File: src/rtl/delay_scheduler_pkg.sv
// Shared types and default sizing for the delay scheduler and its slots.
package delay_scheduler_pkg;

  typedef enum logic [1:0] {
    FREE    = 2'd0,
    COUNT   = 2'd1,
    EXPIRED = 2'd2
  } slot_state_e;

  localparam int DEF_NUM_SLOTS = 4;
  localparam int DEF_DELAY_W   = 8;
  localparam int DEF_TAG_W     = 4;

endpackage

File: src/rtl/delay_slot.sv
// One pending-event slot: FREE -> COUNT -> EXPIRED -> FREE with a down-counter and tag.
module delay_slot
  import delay_scheduler_pkg::*;
#(
  parameter int DELAY_W = DEF_DELAY_W,
  parameter int TAG_W   = DEF_TAG_W
) (
  input  logic               clk,
  input  logic               reset,
  input  logic               load,
  input  logic [DELAY_W-1:0] load_count,
  input  logic [TAG_W-1:0]   load_tag,
  input  logic               select,
  output slot_state_e        state,
  output logic [TAG_W-1:0]   tag
);

  slot_state_e        state_q, state_d;
  logic [DELAY_W-1:0] count_q, count_d;
  logic [TAG_W-1:0]   tag_q, tag_d;

  always_comb begin
    state_d = state_q;
    count_d = count_q;
    tag_d   = tag_q;
    case (state_q)
      FREE: begin
        if (load) begin
          state_d = COUNT;
          count_d = load_count;
          tag_d   = load_tag;
        end
      end
      COUNT: begin
        // Expire on the edge that would take the count from 1 to 0, so it never wraps.
        if (count_q == DELAY_W'(1)) state_d = EXPIRED;
        else                        count_d = count_q - DELAY_W'(1);
      end
      EXPIRED: begin
        if (select) state_d = FREE;
      end
      default: state_d = FREE;
    endcase
  end

  always_ff @(posedge clk) begin
    if (reset) begin
      state_q <= FREE;
      count_q <= '0;
      tag_q   <= '0;
    end else begin
      state_q <= state_d;
      count_q <= count_d;
      tag_q   <= tag_d;
    end
  end

  assign state = state_q;
  assign tag   = tag_q;

endmodule

File: src/rtl/delay_scheduler.sv
// Multi-slot delay scheduler: allocates requests to free slots and fires expired slots in index order.
// Optional fired-event counter enabled by macro DELAY_SCHEDULER_STATS_EN.
module delay_scheduler
  import delay_scheduler_pkg::*;
#(
  parameter int NUM_SLOTS = DEF_NUM_SLOTS,
  parameter int DELAY_W   = DEF_DELAY_W,
  parameter int TAG_W     = DEF_TAG_W
) (
  input  logic               clk,
  input  logic               reset,
  // Request handshake: accepted on a rising edge where req_valid && req_ready and reset is low.
  input  logic               req_valid,
  output logic               req_ready,
  input  logic [DELAY_W-1:0] req_delay,
  input  logic [TAG_W-1:0]   req_tag,
  output logic               out_valid,
  output logic [TAG_W-1:0]   out_tag,
  output logic               busy
`ifdef DELAY_SCHEDULER_STATS_EN
  ,
  output logic [15:0]        fired_count
`endif
);

  slot_state_e          slot_state [NUM_SLOTS];
  logic [TAG_W-1:0]     slot_tag   [NUM_SLOTS];
  logic [NUM_SLOTS-1:0] free_vec, exp_vec;
  logic [NUM_SLOTS-1:0] free_onehot, sel_vec, load_vec;
  logic [DELAY_W-1:0]   load_count;
  logic                 accept;

  logic                 out_valid_q, out_valid_d;
  logic [TAG_W-1:0]     out_tag_q, out_tag_d;

  always_comb begin
    free_vec = '0;
    exp_vec  = '0;
    for (int i = 0; i < NUM_SLOTS; i++) begin
      free_vec[i] = (slot_state[i] == FREE);
      exp_vec[i]  = (slot_state[i] == EXPIRED);
    end
  end

  // Isolate the lowest set bit: lowest-index free slot and lowest-index expired slot.
  assign free_onehot = free_vec & (~free_vec + NUM_SLOTS'(1));
  assign sel_vec     = exp_vec  & (~exp_vec  + NUM_SLOTS'(1));

  assign req_ready  = |free_vec;
  assign busy       = ~(&free_vec);
  assign accept     = req_valid & req_ready & ~reset;
  assign load_vec   = accept ? free_onehot : '0;
  assign load_count = (req_delay == '0) ? DELAY_W'(1) : req_delay;

  for (genvar g = 0; g < NUM_SLOTS; g++) begin : g_slot
    delay_slot #(
      .DELAY_W (DELAY_W),
      .TAG_W   (TAG_W)
    ) u_slot (
      .clk        (clk),
      .reset      (reset),
      .load       (load_vec[g]),
      .load_count (load_count),
      .load_tag   (req_tag),
      .select     (sel_vec[g]),
      .state      (slot_state[g]),
      .tag        (slot_tag[g])
    );
  end

  always_comb begin
    out_valid_d = |exp_vec;
    out_tag_d   = '0;
    for (int i = 0; i < NUM_SLOTS; i++) begin
      if (sel_vec[i]) out_tag_d = out_tag_d | slot_tag[i];
    end
  end

  always_ff @(posedge clk) begin
    if (reset) begin
      out_valid_q <= 1'b0;
      out_tag_q   <= '0;
    end else begin
      out_valid_q <= out_valid_d;
      out_tag_q   <= out_tag_d;
    end
  end

  assign out_valid = out_valid_q;
  assign out_tag   = out_tag_q;

`ifdef DELAY_SCHEDULER_STATS_EN
  logic [15:0] fired_count_q, fired_count_d;

  always_comb begin
    fired_count_d = fired_count_q;
    if (out_valid_d && (fired_count_q != 16'hFFFF)) fired_count_d = fired_count_q + 16'd1;
  end

  always_ff @(posedge clk) begin
    if (reset) fired_count_q <= '0;
    else       fired_count_q <= fired_count_d;
  end

  assign fired_count = fired_count_q;
`endif

endmodule
File: config.mk
export PLATFORM = sky130hd
export DESIGN_NAME = delay_scheduler
export DESIGN_NICKNAME = d
export VERILOG_FILES = /design/src/rtl/delay_scheduler_pkg.sv /design/src/rtl/delay_slot.sv /design/src/rtl/delay_scheduler.sv
export SDC_FILE = /design/constraint.sdc
export NUM_CORES = 1
export LEC_CHECK = 0
export ABC_AREA = 1
export BUFFER_PORTS_ARGS = -buffer_cell sky130_fd_sc_hd__buf_2
export CAP_MARGIN = 10
export CORE_MARGIN = 2
export CORE_UTILIZATION = 27
export CTS_CLUSTER_SIZE = 16
export DETAILED_ROUTE_END_ITERATION = 16
export SLEW_MARGIN = 20
export SYNTH_ARGS = -nofsm -noshare
export SYNTH_HDL_FRONTEND = slang
export SYNTH_SLANG_ARGS = --single-unit
File: constraint.sdc
create_clock -name clk -period 1.3 [get_ports clk]
set_input_delay 0.26 -clock clk [delete_from_list [all_inputs] [get_ports clk]]
set_output_delay 0.26 -clock clk [all_outputs]
set_load 0.02 [all_outputs]
# Word-level counts from Yosys, hierarchy flattened
# Cells that the tools add are included.
# W data, S select, Z words.
# classes
eq_ne	28
addsub	6
n_bitwise	11
muxes	34
n_reduce_logical	24
# ops
cell	n
$mux W8	9
$pmux W8 S2	4
$eq A8 B1 Y1 const B	4
$sub A8 B1 Y8 const B	4
$mux W2	12
$ne A2 B1 Y1 const B	12
$pmux W2 S3	4
$reduce_and A3 Y1	8
$mux W4	5
$or A4 B4 Y4	3
$add A4 B1 Y4 const B	2
$and A4 B4 Y4	2
$eq A2 B1 Y1 const B	4
$eq A2 B2 Y1 const B	4
$logic_not A2 Y1	4
$logic_not A8 Y1	1
$ne A2 B2 Y1 const B	4
$not A4 Y4	2
$reduce_and A2 Y1	4
$reduce_bool A2 Y1	4
$reduce_or A4 Y1	2
$reduce_and A4 Y1	1
$and A1 B1 Y1	2
$not A1 Y1	2
# word_totals
input_bits	15
ff_bits	61
elab_cells	117

# Depth between registers and ports, before layout
# Gate-level depths: netlist of the first run.
# depth
depth_word	11
mapped_depth	10
ltp_nobuf	10

# Modules after synthesis
# Synthesis of the first run repeated with hierarchy kept, for this count alone.
# hier_totals
cells_unflattened	583
area_unflattened_um2	3728.6
# by_module_without_submodules
module	cells_each	area_per_inst_um2	instances
delay_slot	124	812.0	4
delay_scheduler	87	480.5	1

# Worst setup path after synthesis of the first run
# No wires, ideal clock.
# synth_path
kind	register to register
startpoint	register g_slot[2].u_slot.state_q[1]
endpoint	register g_slot[0].u_slot.count_q[2]
path_stages_with_launch	10
t_required_ps	1184
n_path_buf	1
path_slack_ps	-2
arrival_ps	1186
path_cell_list	dfxtp_1 > nor2_2 > nor2_1 > nand2_4 > nand3_4 > nand2_2 > buf_6 > nand2_1 > nand2_1 > a21oi_2
# synth_between
elab_chain_cells	7
# synth_lines
item	line	rtl
start: declaration	delay_slot.sv:18	slot_state_e state_q, state_d;
start signal: assignment	delay_slot.sv:52	state_q <= state_d;
$logic_not A2 Y1	delay_scheduler.sv:40	free_vec[i] = (slot_state[i] == FREE);
$reduce_or A4 Y1	delay_scheduler.sv:49	assign req_ready = |free_vec;
net req_ready	delay_scheduler.sv:14	output logic req_ready,
$and A1 B1 Y1 (2 in series)	delay_scheduler.sv:51	assign accept = req_valid & req_ready & ~reset;
$mux W4	delay_scheduler.sv:52	assign load_vec = accept ? free_onehot : '0;
$ne A2 B1 Y1 (no line)	--	
$reduce_and A3 Y1 (no line)	--	
end signal: assignment	delay_slot.sv:53	count_q <= count_d;
end: declaration	delay_slot.sv:19	logic [DELAY_W-1:0] count_q, count_d;
# The timed path passes the listed nets, and every way through them passes these cells.
# A chain may end at the register's enable or synchronous reset.

# Worst setup path after layout of the first run
# layout_path
startpoint	register g_slot[3].u_slot.state_q[1]
endpoint	output port busy
# layout_between
elab_chain_cells	3
# layout_lines
item	line	rtl
start: declaration	delay_slot.sv:18	
start signal: assignment	delay_slot.sv:52	
$logic_not A2 Y1	delay_scheduler.sv:40	
$reduce_and A4 Y1	delay_scheduler.sv:50	assign busy = ~(&free_vec);
$not A1 Y1	delay_scheduler.sv:50	
end: declaration	delay_scheduler.sv:19	output logic busy
# Every way passes these cells.

==> results of run 1 <==
==> cell type report <==
type                       instances  share of cell area, %
multi-input combinational        388                   45.6
sequential                        61                   23.3
timing repair buffer             110                   16.7
inverter                          61                   4.85
clock buffer                       9                   4.19
tap                              172                   4.01
clock inverter                     7                   1.40
==> state kept, by name (all words and copies together) (netlist names) <==
name / cells
out_tag: 4
g_slot.u_slot.tag: 16
g_slot.u_slot.count_q: 32
out_valid: 1
g_slot.u_slot.state: 8
==> worst min-delay path, cell delays in order <==
cell and delay [ps]:
buf_2 130, nand2_2 50, nand2_1 40
==> per-layer routing <==
metal / share of wire [%] / vias to the layer above / track usage, %
met5: 0 / - / 0
met4: 1.8 / 0 / 5.56
met3: 5.4 / 20 / 3.37
met2: 50 / 81 / 25.3
met1: 43 / 1756 / 18.9
li1: - / 1921 / -
==> power breakdown <==
| group | switching (W) | internal [W] | leakage (nW) |
|---|---|---|---|
| clock network | 0.000939 | 0.00149 | 0.138 |
| registers | 0.0000523 | 0.00194 | 0.503 |
| logic | 0.000618 | 0.000487 | 1.68 |
| total | 0.00161 | 0.00391 | 2.32 |
==> worst max-delay path by stage <==
stage / endpoint
2_1_floorplan: g_slot[0].u_slot.count_q[2]$_SDFFE_PP0P_
3_3_place_gp: g_slot[3].u_slot.count_q[6]$_SDFFE_PP0P_
3_5_place_dp: g_slot[3].u_slot.count_q[6]$_SDFFE_PP0P_
4_1_cts: busy
5_1_grt: busy
6_report: busy
==> Yosys cell counts (5+ instances only) <==
library cell    n  area share, %
ha_1            8            2.9
nand2_1       111             12
nor2_2          5           0.92
nand4_1         8            1.5
o22ai_1         8            1.5
nand3_1        39            5.7
inv_1          56            6.2
o21ai_0        53            7.8
a21oi_1        33            4.9
nor2_1         93             10
o21ai_1         5           0.73
dfxtp_1        61             36
==> what timing repair did <==
item / in CTS / in global routing
gates cloned: 4 / 0
setup endpoints to repair: 37 / 55
setup buffers: 10 / 12
resized for setup: 68 / 162
pin swaps: 15 / 42
==> through the flow <==
step           worst slack, ps  power, W  TNS [ps]  instances
3_3_place_gp              -120   0.00279     -1220        769
5_1_grt                   -264   0.00575     -6840        808
3_5_place_dp              -127   0.00280     -1910        769
6_report                  -186   0.00552     -3450        808
2_1_floorplan             9.41   0.00249         0        520
4_1_cts                   -187   0.00535      -741        799
==> cells by family after synthesis <==
kind of cell               Yosys count
DFF                                 61
AOI/OAI and AO/OA                  104
and+or+nand+nor                    272
adders and majority gates            8
buffers and inverters               74
xor gates and xnor gates             1
==> impl_results.md, run 1 <==
- H-tree levels: 3
- Worst reg2reg setup slack: -170 ps
- Crit-path leading delay family: flip-flops
- Post-synthesis async set-or-reset flop share: 0%
- HP Class: input pin to flip-flop
- Yosys cell types: 35
- Worst Path Buf+Inv: 2
- Worst Path Required: 1040 ps
- Hold path depth: 3
- Critical-path maximum fanout: 3
- All-Layer GR Usage: 15.1%
- Post-route ant nets: 0
- Total CTS buffers: 9
- Path type of the worst setup path: flip-flop to primary output
- Die H: 116 microns
- Fill count: 1218
- Placed cell area: 0.00418 sq mm
- Area grow syn2layout: 57.7%
- Clock Path Buffers: 2
- CTS root buffer: clkbuf_16
- Worst path cell trace: nor2_4, buf_6, nand4_1, buf_4
- Number of flops mapped to enable cells by yosys: 0
- Leak: 2.32 nW
- Starting Density: 27.3%
- Syn Nets: 543
- Cells on worst reg2reg path: 7
- CP max stage delay: 350 ps
- Hold Fails Final Rpt: 0
- Post-Synth Adder-Cell Area: 2.94%
- Ports: 22
- Clock-pin slew of the registers on the worst-case setup and hold paths: 60 ps
- Worst-Margin Slew: 370 ps
- Unrepaired setup endpoints after global routing: yes
- Routed via count: 3778
- Final Critical Period: 1490 ps
- Vias per cell: 4.68
- Post-synthesis sequential area ratio: 35.9%
- I/O Buffers: 21
- Xor/xnor share of the synthesized area: 0.257%
- Max_cap viols: 0
- Final worst path period share: 114%
- Leading cell type in the layout, fill and taps excluded: nand2_1
- Diodes inserted: 0
- Worst skew pair latency: 330 ps
- Routed WL: 10.5 mm
- Pwr Density: 1030 mW/mm^2
- Routability cong.: 0.854
- Critical Path Source: g_slot[3].u_slot.state[1]$_SDFFE_PP0P_
- CP Launch Type: flip-flop
- Antenna violations before repair: 0
- Layout Nets: 654
- Layout cells sized above 1: 44.3%
- Placed wire-length estimate: 6.87 mm
- Final Worst Setup Slack: -186 ps
- DRT iter0 DRCs: 168
- Vias in the first global route: 3529
- CTS Hold Buffers Added: 0
- Reg2reg end: g_slot[3].u_slot.count_q[2]$_SDFFE_PP0P_
- Clk sinks: 61
- Slew margin rel.: 75.4%
- Area of the multi-input gates: 0.00245 sq mm
- Post-Synth Simple-Gate Area: 35.7%
- Status: finished with violations
- DIE AREA: 0.0135 sq mm
- Synthesized area per cell: 6.55 sq um
- WHS: 178 ps
- Fin util: 43.1%
- VDD IR max: 756 uV
- Clock Skew: 8.40 ps
- Mux cell area share after synthesis: 0%
- R2R Path Start: g_slot[3].u_slot.state[1]$_SDFFE_PP0P_
- Drt drc: 0
- Register area: 0.00125 sq mm
- CTS tree: yes
- Slew Limit Fails: 0
- Hold_sp: req_tag[1]
- Complex-gate fraction of the synthesized area: 16.0%
- Top achievable clock speed: 673 MHz
- Yosys Warn Count: 0
- Arr. time, crit path: 1230 ps
- Die X: 116 microns
- Top FF cell, synth: dfxtp_1
- Most frequent cells in the layout: 85 x nand2_1, 66 x nor2_1, 66 x buf_4, 47 x inv_1, 46 x dfxtp_1
- Violated checks: setup timing
- Flops & latches, synth: 61
- Largest net degree at the start of global routing: 31
- Slowest-stage cell, CP: dfxtp_4
- Setup crit end kind: primary output
- Critical path depth: 4
- WL/cell: 13.1 microns
- Drt pass-1 iters: 4
- Hold Crit Endpoint: g_slot[2].u_slot.tag[1]$_SDFFE_PP0P_
- Global route overflow: 0
- Main combinational cell family by area after synthesis: simple AND/OR/NAND/NOR gates
- Row count: 41
- Setup-failing EPs final: 48
- Total core area: 0.0125 sq mm
- Fin area: 0.00537 sq mm
- Synthesized area: 0.00340 sq mm
- Syn Inst Count: 520
- First-pass GRT wire length: 16.2 mm
(Power assumes the default switching activity.)
==> run 2, diff against run 1 <==
--- a/config.mk
+++ b/config.mk
@@ -12,7 +12,10 @@
 export CORE_UTILIZATION = 27
 export CTS_CLUSTER_SIZE = 16
 export DETAILED_ROUTE_END_ITERATION = 16
+export GPL_TIMING_DRIVEN = 0
+export PLACE_DENSITY = 0.53
 export SLEW_MARGIN = 20
 export SYNTH_ARGS = -nofsm -noshare
 export SYNTH_HDL_FRONTEND = slang
 export SYNTH_SLANG_ARGS = --single-unit
+export TNS_END_PERCENT = 50
==> impl_results.md, run 2 (synthesis gave the netlist of run 1 again) <==
- Vias per cell: 4.65 (was 4.68)
- Setup crit end kind: primary output (unchanged)
- WL/cell: 12.8 microns (was 13.1 microns)
- Path type of the worst setup path: flip-flop to primary output (unchanged)
- Most frequent cells in the layout: 103 x nand2_1, 80 x nor2_1, 47 x inv_1, 43 x dfxtp_1, 34 x nand3_1 (was 85 x nand2_1, 66 x nor2_1, 66 x buf_4, 47 x inv_1, 46 x dfxtp_1)
- DRT iter0 DRCs: 167 (was 168)
- I/O Buffers: 20 (was 21)
- Non-filler instance count after layout: 754 (was 808)
- Total core area: 0.0125 sq mm (unchanged)
- Clk sinks: 61 (unchanged)
- CTS tree: yes (unchanged)
- Placed wire-length estimate: 6.62 mm (was 6.87 mm)
- Row count: 41 (unchanged)
- Clock-pin slew of the registers on the worst-case setup and hold paths: 60 ps (about the same)
- Total CTS buffers: 9 (unchanged)
- Max_cap viols: 0 (unchanged)
- Global route overflow: 0 (unchanged)
- First-pass GRT wire length: 15.4 mm (was 16.2 mm)
- Area grow syn2layout: 37.4% (was 57.7%)
- Final total power: 0.00529 W (was 0.00552 W)
- Final worst path period share: 111% (was 114%)
- Top achievable clock speed: 693 MHz (was 673 MHz)
- Worst Path Required: 1040 ps (about the same)
- H-tree levels: 3 (unchanged)
- Hold Crit Endpoint: g_slot[0].u_slot.state[0]$_SDFFE_PP0P_ (was g_slot[2].u_slot.tag[1]$_SDFFE_PP0P_)
- Placed insts: 712 (was 769)
- Routed via count: 3505 (was 3778)
- Arr. time, crit path: 1180 ps (was 1230 ps)
- Max FFs per register: 32 (unchanged)
- Drt pass-1 iters: 5 (was 4)
- Largest net degree at the start of global routing: 11 (was 31)
- Routed WL: 9.64 mm (was 10.5 mm)
- CP Launch Type: flip-flop (unchanged)
- Die X: 116 microns (unchanged)
- Diodes inserted: 0 (unchanged)
- R2R Path Start: g_slot[0].u_slot.state[1]$_SDFFE_PP0P_ (was g_slot[3].u_slot.state[1]$_SDFFE_PP0P_)
- Drt drc: 0 (unchanged)
- Hold Fails Final Rpt: 0 (unchanged)
- Post-route ant nets: 0 (unchanged)
- Antenna violations before repair: 0 (unchanged)
- Hold_sp: reset (was req_tag[1])
- Clock Path Buffers: 2 (unchanged)
- WHS: 171 ps (was 178 ps)
- Slew margin rel.: 54.9% (was 75.4%)
- Hold path depth: 2 (was 3)
- Critical-path maximum fanout: 5 (was 3)
- Unrepaired setup endpoints after global routing: yes (unchanged)
- Worst-Margin Slew: 676 ps (was 370 ps)
- HP Class: input pin to flip-flop (unchanged)
- Worst skew pair latency: 330 ps (about the same)
- Routability cong.: 0.823 (was 0.854)
- Dpl ws: -313 ps (was -127 ps)
- Worst reg2reg setup slack: -80 ps (was -170 ps)
- Pwr Density: 1130 mW/mm^2 (was 1030 mW/mm^2)
- Vias in the first global route: 3079 (was 3529)
- Layout cells sized above 1: 30.8% (was 44.3%)
- Largest Register: g_slot.u_slot.count_q (unchanged)
- Final Critical Period: 1440 ps (was 1490 ps)
- Final Worst Setup Slack: -142 ps (was -186 ps)
- Leak: 1.96 nW (was 2.32 nW)
- Setup TNS: -1330 ps (was -3450 ps)
- Reg2reg end: g_slot[0].u_slot.count_q[2]$_SDFFE_PP0P_ (was g_slot[3].u_slot.count_q[2]$_SDFFE_PP0P_)
- Status: finished with violations (unchanged)
- Leading cell type in the layout, fill and taps excluded: nand2_1 (unchanged)
- Ports: 22 (unchanged)
- Cells on worst reg2reg path: 9 (was 7)
- Slew Limit Fails: 0 (unchanged)
- Starting Density: 27.3% (unchanged)
- All-Layer GR Usage: 14.7% (was 15.1%)
- VDD IR max: 700 uV (was 756 uV)
- Clock Skew: 3.55 ps (was 8.40 ps)
- Die H: 116 microns (unchanged)
- Violated checks: setup timing (unchanged)
- Setup-failing EPs final: 34 (was 48)
- DIE AREA: 0.0135 sq mm (unchanged)
- CTS root buffer: clkbuf_16 (unchanged)
- Layout Nets: 600 (was 654)
[run 2: cell types whose count changed in the layout (fill, tap and decap cells not counted), sizes merged]
| cell | change |
|---|---|
| clkinvlp | -2 |
| buf | -56 |
| clkbuf | +8 |
| clkinv | -1 |
| nand2 | -3 |
[run 2: layout make-up]
class	instances	area [sq um]
Sequential cell	61	1260
Clock buffer	12	246
Timing Repair Buffer	46	385
Clock inverter	4	47.5
Inverter	61	238
Tap cell	172	215
Multi-Input combinational cell	385	2200
Buffer	13	95.1
Fill cell	1295	7790
[run 2: how the worst max path moves through the flow]
stage                     cells after the start                                  endpoint                                    from  slack (ps)
after floorplan                               9  g_slot[0].u_slot.count_q[2]$_SDFFE_PP0P_  g_slot[1].u_slot.state[1]$_SDFFE_PP0P_           9
after global placement                        7  g_slot[3].u_slot.count_q[2]$_SDFFE_PP0P_  g_slot[3].u_slot.state[0]$_SDFFE_PP0P_        -290
after detailed placement                      7  g_slot[3].u_slot.count_q[2]$_SDFFE_PP0P_  g_slot[3].u_slot.state[0]$_SDFFE_PP0P_        -310
after CTS                                     3                                      busy  g_slot[1].u_slot.state[0]$_SDFFE_PP0P_        -170
after global routing                          3                                      busy  g_slot[0].u_slot.state[1]$_SDFFE_PP0P_        -200
final                                         3                                      busy  g_slot[3].u_slot.state[1]$_SDFFE_PP0P_        -140
[run 2: report_power, final]
| group | switching, W | total (W) | internal, W |
|---|---|---|---|
| Combinational | 0.000520 | 0.000902 | 0.000382 |
| Sequential | 0.0000723 | 0.00201 | 0.00194 |
| Clock | 0.000852 | 0.00238 | 0.00153 |
| Total | 0.00144 | 0.00529 | 0.00385 |
[run 2: timing repair]
action	CTS	global route
hold buffers	0	0
pin swaps	18	12
gates cloned	1	2
setup endpoints to repair	44	53
resized for setup	77	74
setup buffers	14	9
[run 2: layer usage]
metal  vias up  global-route usage (%)  part of all wire, %
li1       1805                       -                    -
met1      1633                    19.1                   46
met2        59                    23.6                   48
met3         8                    3.84                  4.2
met4         0                    4.84                  1.2
met5         -                       0                    0
[run 2: worst max-delay path, cell delays in order (launching register included)]
cell,delay (ps)
dfxtp_4,360
nor2_4,160
nand4_1,140
buf_4,180
[run 2: metrics by stage]
stage	instance area (sq um)	util, %
after floorplan	3410	-
after global placement	3720	29.9
after detailed placement	3720	29.9
after CTS	4330	34.7
after global routing	4680	37.5
final	4680	37.5
==> run 3, diff against run 2 <==
--- a/config.mk
+++ b/config.mk
@@ -14,6 +14,7 @@
 export DETAILED_ROUTE_END_ITERATION = 16
 export GPL_TIMING_DRIVEN = 0
 export PLACE_DENSITY = 0.53
+export REMOVE_ABC_BUFFERS = 1
 export SLEW_MARGIN = 20
 export SYNTH_ARGS = -nofsm -noshare
 export SYNTH_HDL_FRONTEND = slang
==> constraint.sdc (replaced) <==
create_clock -name clk -period 1.2 [get_ports clk]
set_input_delay 0.24 -clock clk [delete_from_list [all_inputs] [get_ports clk]]
set_output_delay 0.24 -clock clk [all_outputs]
set_load 0.02 [all_outputs]
==> impl_results.md, run 3 (synthesis gave the netlist of run 1 again) <==
- Critical-path maximum fanout: 4 (was 5)
- All-Layer GR Usage: 15.3% (was 14.7%)
- Max FFs per register: 32 (unchanged)
- Critical Path Source: g_slot[0].u_slot.state[1]$_SDFFE_PP0P_ (was g_slot[3].u_slot.state[1]$_SDFFE_PP0P_)
- Row count: 41 (unchanged)
- Hold Fails Final Rpt: 0 (unchanged)
- HP Class: input pin to flip-flop (unchanged)
- Die H: 116 microns (unchanged)
- Worst-Margin Slew: 339 ps (was 676 ps)
- Routed WL: 10.3 mm (was 9.64 mm)
- Placed cell area: 0.00364 sq mm (was 0.00372 sq mm)
- Metal2 WL: 5.21 mm (was 4.66 mm)
- Antenna violations before repair: 0 (unchanged)
- Setup-failing EPs final: 53 (was 34)
- Max_cap viols: 0 (unchanged)
- Layout Nets: 619 (was 600)
- Routability cong.: 0.813 (was 0.823)
- Reg2reg end: g_slot[3].u_slot.count_q[3]$_SDFFE_PP0P_ (was g_slot[0].u_slot.count_q[2]$_SDFFE_PP0P_)
- Total CTS buffers: 9 (unchanged)
- First-pass GRT wire length: 16.2 mm (was 15.4 mm)
- Layout cells sized above 1: 42.2% (was 30.8%)
- Placed insts: 700 (was 712)
- Path type of the worst setup path: flip-flop to primary output (unchanged)
- Largest net degree at the start of global routing: 49 (was 11)
- WL/cell: 13.4 microns (was 12.8 microns)
- Slew margin rel.: 77.4% (was 54.9%)
- Status: finished with violations (unchanged)
- DIE AREA: 0.0135 sq mm (unchanged)
- Setup crit end kind: primary output (unchanged)
- Fill count: 1227 (was 1295)
- WHS: 189 ps (was 171 ps)
- DRT iter0 DRCs: 243 (was 167)
- R2R Path Start: g_slot[1].u_slot.state[1]$_SDFFE_PP0P_ (was g_slot[0].u_slot.state[1]$_SDFFE_PP0P_)
- Metal-1 WL: 4.54 mm (was 4.45 mm)
- Leading cell type in the layout, fill and taps excluded: nand2_1 (unchanged)
- Drt drc: 0 (unchanged)
- CTS root buffer: clkbuf_16 (unchanged)
- Worst setup path endpoint: busy (unchanged)
- Area of the multi-input gates: 0.00248 sq mm (was 0.00220 sq mm)
- Vias per cell: 4.77 (was 4.65)
- Worst skew pair latency: 330 ps (about the same)
- Non-filler instance count after layout: 771 (was 754)
- Area grow syn2layout: 51.3% (was 37.4%)
- Die X: 116 microns (unchanged)
- Fin area: 0.00515 sq mm (was 0.00468 sq mm)
- Routed via count: 3675 (was 3505)
- CTS Hold Buffers Added: 0 (unchanged)
- Post-route ant nets: 0 (unchanged)
- Final worst path period share: 121%
- Largest Register: g_slot.u_slot.count_q (unchanged)
- Arr. time, crit path: 1210 ps (was 1180 ps)
- Max layer used: met4 (unchanged)
- Final Worst Setup Slack: -250 ps (was -142 ps)
- Violated checks: setup timing (unchanged)
- Diodes inserted: 0 (unchanged)
- Clock Path Buffers: 2 (unchanged)
- Top achievable clock speed: 690 MHz
- CP Launch Type: flip-flop (unchanged)
- Cells on worst reg2reg path: 9 (unchanged)
- CTS tree: yes (unchanged)
- Final Critical Period: 1450 ps
- Pwr Density: 1110 mW/mm^2 (was 1130 mW/mm^2)
- Unrepaired setup endpoints after global routing: yes (unchanged)
- Slew Limit Fails: 0 (unchanged)
- Clk sinks: 61 (unchanged)
- Vias in the first global route: 3416 (was 3079)
- VDD IR max: 669 uV (was 700 uV)
- Placed wire-length estimate: 6.07 mm (was 6.62 mm)
- Clock Skew: 8.37 ps (was 3.55 ps)
- Register area: 0.00127 sq mm (was 0.00126 sq mm)
- Wire length on met3: 381 microns (was 405 microns)
- Most frequent cells in the layout: 95 x nand2_1, 60 x nor2_1, 39 x inv_1, 38 x dfxtp_1, 38 x buf_4 (was 103 x nand2_1, 80 x nor2_1, 47 x inv_1, 43 x dfxtp_1, 34 x nand3_1)
- Starting Density: 27.3% (unchanged)
- Global route overflow: 0 (unchanged)
- Worst Path Required: 960 ps (was 1040 ps)
- Leak: 2.14 nW (was 1.96 nW)
- I/O Buffers: 21 (was 20)
- Total core area: 0.0125 sq mm (unchanged)
- Worst reg2reg setup slack: -210 ps (was -80 ps)
- H-tree levels: 3 (unchanged)
- Ports: 22 (unchanged)
- Drt pass-1 iters: 4 (was 5)
- Clock-pin slew of the registers on the worst-case setup and hold paths: 50 ps (was 60 ps)
## run 3: changes by cell type in the layout (fill, tap and decap cells not counted), sizes merged
cell / delta
inv: -1
nand2: +4
bufinv: -1
clkinv: -1
clkbuf: -4
buf: +20
## run 3: per-layer routing
metal	up-vias	track usage [%]
met4	0	6.03
met3	16	3.43
met1	1740	18.8
met2	69	26.2
met5	-	0
li1	1850	-
## run 3: how the worst min path moves through the flow
| stage | endpoint | cells after the start | slack (ps) | startpoint |
|---|---|---|---|---|
| global placement | g_slot[0].u_slot.tag[1]$_SDFFE_PP0P_ | 2 | 440 | g_slot[0].u_slot.tag[1]$_SDFFE_PP0P_ |
| CTS | g_slot[2].u_slot.tag[2]$_SDFFE_PP0P_ | 3 | 160 | req_tag[2] |
| detailed placement | g_slot[1].u_slot.tag[2]$_SDFFE_PP0P_ | 2 | 450 | g_slot[1].u_slot.tag[2]$_SDFFE_PP0P_ |
| floorplan | g_slot[1].u_slot.count_q[4]$_SDFFE_PP0P_ | 1 | 310 | reset |
| finish | g_slot[2].u_slot.tag[2]$_SDFFE_PP0P_ | 3 | 190 | req_tag[2] |
| global route | g_slot[2].u_slot.tag[1]$_SDFFE_PP0P_ | 3 | 190 | req_tag[1] |
## run 3: area by class of cell
class,count,share of cell area (%)
clock buffer,13,5.44
clock inverter,1,0.0971
inverter,61,5.71
multi-input combinational,389,48.1
sequential,61,24.6
tap,172,4.18
timing repair buffer,74,11.9
## run 3: stage by stage
stage / setup WS (ps) / utilization (%) / power [W] / TNS, ps
after detailed placement: -1190 / 29.2 / 0.00285 / -55880
after floorplan: -347 / - / 0.00267 / -8810
after global placement: -1150 / 29.2 / 0.00284 / -53910
after CTS: -251 / 38.3 / 0.00555 / -4480
final: -250 / 41.3 / 0.00570 / -6640
after global routing: -300 / 41.3 / 0.00592 / -10400
## run 3: repair_timing
item                                   4_1_cts  5_1_grt
gates resized for setup                    157       95
setup endpoints to repair                   62       60
cloned                                       4        0
pin swaps                                   41       32
buffers inserted                            44       11
endpoints found under the hold margin        0        0
## run 3: critical path, stage by stage, from the launching register on
cell and delay, ps:
dfxtp_4 360, nor2_4 170, nand4_1 150, buf_4 190
## run 3: where the power goes
part | internal (W) | switching, W
logic | 0.000423 | 0.000615
registers | 0.00210 | 0.0000798
clock network | 0.00159 | 0.000897
total | 0.00411 | 0.00159
